## config.mk

```make
export PLATFORM = sky130hd
export DESIGN_NAME = flit_injector
export DESIGN_NICKNAME = d
export VERILOG_FILES = /design/src/rtl/chipper_pkg.sv /design/src/rtl/flit_injector_inj_fifo.sv /design/src/rtl/flit_injector.sv
export SDC_FILE = /design/constraint.sdc
export NUM_CORES = 1
export LEC_CHECK = 0
export CAP_MARGIN = 40
export CORE_UTILIZATION = 45
export CTS_CLUSTER_DIAMETER = 200
export DETAILED_ROUTE_END_ITERATION = 10
export PLACE_DENSITY_LB_ADDON = 0.2
export SETUP_SLACK_MARGIN = 0.2
export SYNTH_ARGS = -nofsm -noshare
export SYNTH_HDL_FRONTEND = slang
export SYNTH_SLANG_ARGS = --single-unit
```

## constraint.sdc

```tcl
create_clock -name clk -period 4.1 [get_ports clk]
set_input_delay 0.41 -clock clk [delete_from_list [all_inputs] [get_ports clk]]
set_output_delay 0.41 -clock clk [all_outputs]
set_load 0.005 [all_outputs]
```

## src/rtl/chipper_pkg.sv

```systemverilog
// chipper_pkg: flit layout constants, flit type and request-to-flit packing shared by the injector.
package chipper_pkg;
  localparam int FLIT_W = 10;
  localparam int FLIT_VALID_BIT = 9;
  localparam int DEST_MSB = 8;
  localparam int DEST_LSB = 5;
  localparam int DATA_MSB = 4;
  localparam int DATA_LSB = 0;
  typedef logic [FLIT_W-1:0] flit_t;
  function automatic flit_t pack_flit(input logic [DEST_MSB-DEST_LSB:0] dest,
                                      input logic [DATA_MSB-DATA_LSB:0] data);
    return {1'b1, dest, data};
  endfunction
endpackage

```

## src/rtl/flit_injector_inj_fifo.sv

```systemverilog
// inj_fifo: DEPTH-entry flit queue; push ignored when full, pop ignored when empty.
//   clk, rst_n (async active-low); push/din write request; pop read request;
//   dout = head flit or 0 when empty; full, empty status from registered count.
module inj_fifo
  import chipper_pkg::*;
#(
  parameter int DEPTH = 4
) (
  input  logic  clk,
  input  logic  rst_n,
  input  logic  push,
  input  flit_t din,
  input  logic  pop,
  output flit_t dout,
  output logic  full,
  output logic  empty
);
  localparam int AW = $clog2(DEPTH);
  flit_t mem [DEPTH];
  logic [AW-1:0] wr_ptr, rd_ptr;
  logic [AW:0] count;
  logic wr_en, rd_en;
  assign full  = count == (AW+1)'(DEPTH);
  assign empty = count == '0;
  assign wr_en = push & ~full;
  assign rd_en = pop & ~empty;
  assign dout  = empty ? '0 : mem[rd_ptr];
  always_ff @(posedge clk)
    if (wr_en) mem[wr_ptr] <= din;
  always_ff @(posedge clk or negedge rst_n)
    if (!rst_n) begin
      wr_ptr <= '0;
      rd_ptr <= '0;
      count  <= '0;
    end else begin
      wr_ptr <= wr_ptr + AW'(wr_en);
      rd_ptr <= rd_ptr + AW'(rd_en);
      count  <= count + (AW+1)'(wr_en) - (AW+1)'(rd_en);
    end
endmodule

```

## src/rtl/flit_injector.sv

```systemverilog
// flit_injector: queues node cache-miss requests and injects one flit per free router slot.
//   clk, rst_n (async active-low); req_valid/req_ready/req_dest/req_data request handshake;
//   slot_free router has room; inj_flit registered head flit; inj_count injected flits;
//   starve head blocked STARVE_LIMIT cycles (only with INJ_STARVE_EN defined, else 0).
module flit_injector
  import chipper_pkg::*;
#(
  parameter int DEPTH = 4,
  parameter int STARVE_LIMIT = 15,
  parameter int CNT_W = 16
) (
  input  logic             clk,
  input  logic             rst_n,
  input  logic             req_valid,
  output logic             req_ready,
  input  logic [3:0]       req_dest,
  input  logic [4:0]       req_data,
  input  logic             slot_free,
  output logic [9:0]       inj_flit,
  output logic [CNT_W-1:0] inj_count,
  output logic             starve
);
  logic full, empty, pop;
  flit_t head;
  assign req_ready = ~full;
  assign pop = slot_free & ~empty;
  assign inj_flit = head;
  inj_fifo #(.DEPTH(DEPTH)) u_fifo (
    .clk  (clk),
    .rst_n(rst_n),
    .push (req_valid),
    .din  (pack_flit(req_dest, req_data)),
    .pop  (slot_free),
    .dout (head),
    .full (full),
    .empty(empty)
  );
  always_ff @(posedge clk or negedge rst_n)
    if (!rst_n) inj_count <= '0;
    else inj_count <= inj_count + CNT_W'(pop);
`ifdef INJ_STARVE_EN
  localparam int SW = $clog2(STARVE_LIMIT + 1) < 4 ? 4 : $clog2(STARVE_LIMIT + 1);
  logic [SW-1:0] starve_cnt;
  always_ff @(posedge clk or negedge rst_n)
    if (!rst_n) starve_cnt <= '0;
    else if (pop || empty) starve_cnt <= '0;
    else if (starve_cnt < SW'(STARVE_LIMIT)) starve_cnt <= starve_cnt + 1'b1;
  assign starve = starve_cnt == SW'(STARVE_LIMIT);
`else
  assign starve = 1'b0;
`endif
endmodule

```

# == After elaboration in Yosys (flattened, before gate mapping) ==
# Memories as Yosys holds them, arrays and structs flattened.
# Cells that the tools add are included.
# word_totals
romBits,0
output_inout_bits,28
inputBits,13
latch_bits,0
reg_bits,23
n_memories,1
ram_bits,36
# classes
n_mux,3
order_cmp,0
n_shift,0
div,0
n_bitwise,4
mul,0
n_reduce_logical,1
n_addsub,5
eq_ne,1
# mem_list
memory,depth,width,read_ports,rd_ports_with_merged_regs,wr,line,source
u_fifo.mem,4,9,1,0,1,flit_injector_inj_fifo.sv:19,flit_t mem [DEPTH];
# op_table
op,n
adder 16 x 1 -> 16 bit,1
two-way mux 10 bit,1
adder 2 x 1 -> 2 bit,2
adder 3 x 1 -> 3 bit,1
"equality test 3 bit, second input constant",1
logical NOT 3 bit,1
subtractor 3 x 1 -> 3 bit,1
bitwise AND 1 bit,2
two-way mux 1 bit,2
NOT 1 bit,2

# == Depth between registers and ports, before layout ==
# logic_depth
depth_word,5
mapped_depth,9
mapped_depth_nobuf,9

# == By module ==
# A second synthesis with hierarchy kept.
# unflattened
cells_unflattened,158
area_unflattened_um2,2598.7
# modules_own_cells
module,area_per_inst_um2,seq_area_each_um2,cells_per_inst,instances
inj_fifo,1860.5,1376.3,92,1
flit_injector,738.2,400.4,66,1

# == Least setup slack after synthesis ==
# OpenSTA, ideal clock, no wires.
# synth_path
path_type,reg2reg
from,register u_fifo.count[1]
to,"memory u_fifo.mem[1][0] in the netlist's numbering, enable pin"
stages_incl_launch_ff,5
arrival_ns,1.411
setup_ns,0.389
required_time_ns,3.711
setup_slack_ns,2.300
path_buffers,0
cell_sequence,dfrtp_1 -> nor2_1 -> nand2_1 -> nand2_1 -> nor3b_1
# synth_via
elab_chain_len,5
# synth_lines
element,line,source
from (decl),flit_injector_inj_fifo.sv:21,logic [AW:0] count;
from (signal assigned),flit_injector_inj_fifo.sv:38,count <= count + (AW+1)'(wr_en) - (AW+1)'(rd_en);
equality test 3 bit,flit_injector_inj_fifo.sv:23,assign full = count == (AW+1)'(DEPTH);
NOT 1 bit,n/a,
net req_ready,flit_injector.sv:15,"output logic req_ready,"
bitwise AND 1 bit,flit_injector_inj_fifo.sv:25,assign wr_en = push & ~full;
two-way mux 1 bit,flit_injector_inj_fifo.sv:29,if (wr_en) mem[wr_ptr] <= din;
two-way mux 1 bit (implied by the code),flit_injector_inj_fifo.sv:29,
to (decl),flit_injector_inj_fifo.sv:19,
# The timed path passes the listed nets, and every way through them passes these cells.

# == Worst setup path in the final report ==
# layout_path
from,register u_fifo.rd_ptr[0]
to,output port inj_flit[2]
# layout_via
elab_chain_len,2
# layout_lines
element,line,source
from (decl),flit_injector_inj_fifo.sv:20,"logic [AW-1:0] wr_ptr, rd_ptr;"
from (signal assigned),flit_injector_inj_fifo.sv:37,rd_ptr <= rd_ptr + AW'(rd_en);
memory read (4 x 9 bit),n/a,
two-way mux 10 bit,flit_injector_inj_fifo.sv:27,assign dout = empty ? '0 : mem[rd_ptr];
to (decl),flit_injector.sv:19,"output logic [9:0] inj_flit,"
# No other way between the ends.

==> impl_summary.txt <==
----------------------------------------------------
[Worst setup path]
  Required time reported for the critical path endpoint ... 3.69 ns
  Cell type group with the largest total delay on the critical path ... flip-flops
  Slowest CP cell ... dfrtp_1
  Type of the setup path with the least slack ... flop to primary output
  Worst Reg-to-Reg Cells ... 8
  Logic depth of the worst path, buffers included ... 3
  Critical path buffers and inverters ... 1
  Setup crit end kind ... primary output
  Startpoint class of the critical path ... flop
  Arrival time at the worst endpoint ... 2.28 ns
  Maximum fanout along the worst path ... 11
  Ordered cell list for the critical path ... mux4_2, and2_1, clkdlybuf4s50_1
  Largest stage delay on the critical path ... 0.76 ns

[Logic synthesis]
  Post-synthesis cell area ... 2410 um^2
  Net Count, Synth ... 165
  Distinct cells, synth ... 28
  Post-synthesis cell type with the largest combined area ... edfxtp_1
  Proportion of synthesized chip area in sequential cells ... 68.7%
  Number of synthesized flops with an enable pin ... 36
  Count of synthesis-stage warnings from yosys ... 0
  Synth top area cells ... edfxtp_1 (45%), dfrtp_1 (24%), mux4_2 (8.4%), xnor2_1 (5.8%), and2_1 (2.3%)
  Count of state elements after synthesis ... 59
  Xor and xnor area share after synthesis ... 6.90%
  FFs w/ async S/R, synth ... 39.0%
  Combinational family with the most area after synthesis ... simple AND/OR/NAND/NOR gates
  Most common cell in the netlist ... edfxtp_1
  Avg Inst Size Synth ... 16.4 um^2
  Synth Area in Compound Gates ... 0.415%
  Post-Synthesis Cells ... 147
  Mux cell area share after synthesis ... 8.82%
  Most used flip-flop cell after synthesis ... edfxtp_1
  Synthesized-area fraction occupied by and/or/nand/nor cells ... 10.2%
  Share of Yosys cell area claimed by the top area cell type ... 44.8%
  Adder-Cell Fraction of Synth Area ... 2.90%
  List of most frequent post-synthesis cells ... edfxtp_1 (36), dfrtp_1 (23), xnor2_1 (16), nand2_1 (10)

[Global route]
  Tot GR Track Use ... 17.7%
  Pin count of the biggest net entering global routing ... 16
  Via count of the first global-routing pass ... 1,363
  Total congestion overflow after global routing ... 0
  Initial antenna violation count ... 0
  Global-route wire length before repair ... 6730 um

[Floorplanning]
  Floorplan die width ... 75.2 um
  Die outline area ... 5660 um^2
  Starting Density ... 46.9%
  Count of boundary I/O pins ... 41
  Core Box Area ... 5140 um^2
  Chip Height ... 75.2 um
  Cell row count ... 26

[CTS]
  CTS tree ... yes
  Number of buffers inserted during clock tree synthesis ... 9
  Number of buffers inserted for hold repair after clock tree synthesis ... 0
  Maximum level of the CTS H-tree ... 3
  Insertion delay to the later sink of the worst-skew pair ... 0.33 ns
  CTS Root Buffer Type ... clkbuf_8
  Count of buffers added by post-CTS timing repair for setup ... 0
  Post_cts resized ... 0
  Clock slew at reported path FFs ... 0.07 ns
  Total number of clock tree sinks ... 59
  Deepest clock path buffer count ... 2

[Detailed routing]
  DRT antenna net count ... 0
  Detailed-route DRC error count ... 0
  Number of DRC violations after detailed-routing iteration 0 ... 112
  Detailed-routing iteration count for the pre-antenna-repair pass ... 4
  Routed Wire Length ... 4280 um
  Vias after detailed routing ... 1,364
  Per-cell routed wire length ... 15.9 um
  Post-detailed-route via-to-cell ratio ... 5.05

[Timing]
  Worst hold margin ... 0.383 ns
  Total Neg Setup Slack ... 0 ns
  Final min period ... 2.69 ns
  Final Max Slew Viols ... 0
  Worst slew slack as a fraction of its limit ... 46.9%
  Final count of negative-setup-slack endpoints ... 0
  Hold violation total from the final report ... 0
  Max Fclk ... 372 MHz
  RSZ-0062 raised after global routing ... false
  Final critical-path share of the clock period ... 65.6%
  Clock skew ... 0.00549 ns
  Worst-margin pin slew ... 0.793 ns

[Layout]
  Design area ... 3080 um^2
  Share of post-route cells with drive strength above 1 ... 15.5%
  Utilization of the core after routing ... 60.0%
  Final instance count without filler cells ... 270
  Layout area overhead ... 27.9%
  Diodes inserted ... 0
  Number of nets in the layout ... 213

[Outcome]
  Run status ... finished, final reports clean

[Placed design]
  Final weighted congestion of routability-driven global placement ... 0.794
  Placed inst area ... 2890 um^2
  Number of buffers added on ports ... 39
  Detailed placer's ending HPWL ... 3020 um
  Total placed cells including tap cells ... 254

[Min path]
  Classification of the worst-slack hold path ... primary input to asynchronous set/reset pin

[Power and ir drop]
  Peak supply drop ... 285 uV
  Leak pwr ... 1.14 nW
  Power per unit of standard cell area ... 664 nW/um^2

[Run]
  Max_cap viols ... 0

----------------------------------------------------
-- kinds of logic (layout without fill, tap and decap cells) --
logic type / count (synthesis) / in the layout
XOR/XNOR: 19 / 19
flip-flops: 59 / 59
adder cells (fa/ha/maj): 5 / 5
multiplexers: 10 / 10
buffers and inverters: 10 / 63
other: 1 / 1
AO/OA/AOI/OAI: 1 / 1
AND/OR/NAND/NOR: 42 / 42
-- report_power, final --
part / leakage, nW / switching, W / total [W] / internal, W
Combinational: 0.429 / 0.000219 / 0.000621 / 0.000402
Clock: 0.0966 / 0.000225 / 0.000503 / 0.000278
Sequential: 0.618 / 0.000142 / 0.000924 / 0.000782
-- routing by layer --
| layer | track usage (%) | vias to the layer above | wire length (um) |
|---|---|---|---|
| met5 | 0 | - | 0 |
| met4 | 8.02 | 0 | 49 |
| met3 | 7.50 | 5 | 238 |
| met2 | 28.1 | 40 | 2160 |
| met1 | 21.2 | 685 | 1830 |
| li1 | - | 634 | - |
-- through the flow --
step	power (W)	setup WS, ns
final	0.00205	1.41
after global routing	0.00217	1.27
after CTS	0.00208	1.34
after detailed placement	0.00157	1.72
after global placement	0.00153	1.73
after floorplan	0.00125	2.30
-- registers in the layout (all words and copies together) (netlist names) --
| register | count |
|---|---|
| u_fifo.mem | 36 |
| inj_count | 16 |
| u_fifo.count | 3 |
| u_fifo.rd_ptr | 2 |
| u_fifo.wr_ptr | 2 |
-- layout by cell type, fill, tap and decap left out, types with 3 or more instances in the layout --
master / instances
clkdlybuf4s50_1: 39
edfxtp_1: 36
dfrtp_1: 23
xnor2_1: 16
nand2_1: 10
mux4_2: 9
and2_1: 9
clkbuf_8: 9
inv_1: 5
nand3_1: 5
nand4_1: 4
nor2_1: 4
ha_1: 4
xor2_1: 3
-- worst register-to-register path: cells and delay by family (launching register included) --
family,cells,cell delay [ns]
flip-flops,1,0.45
adder cells (fa/ha/maj),2,0.53
multiplexers,1,0.17
buffers and inverters,1,0.04
XOR/XNOR,2,0.36
AND/OR/NAND/NOR,2,0.54
-- area by class of cell --
cell class	instances	area, um^2
timing repair buffer	42	420
tap	70	87.6
clock inverter	7	68.8
inverter	5	18.8
multi-input combinational	78	708
clock buffer	9	124
sequential	59	1660
fill	411	2060
-- path summary, 6_finish.rpt --
check	start	to	slack (ns)
hold / removal	rst_n	inj_count[8]$_DFF_PN0_	0.38
max in group asynchronous	rst_n	u_fifo.count[2]$_DFF_PN0_	3.27
hold reg to reg	inj_count[15]$_DFF_PN0_	inj_count[15]$_DFF_PN0_	0.49
setup reg to reg	u_fifo.count[1]$_DFF_PN0_	u_fifo.count[2]$_DFF_PN0_	1.93
setup / recovery	u_fifo.rd_ptr[0]$_DFF_PN0_	inj_flit[2]	1.41
min in group clk	inj_count[15]$_DFF_PN0_	inj_count[15]$_DFF_PN0_	0.49
Power figures use the tool's default switching activity.
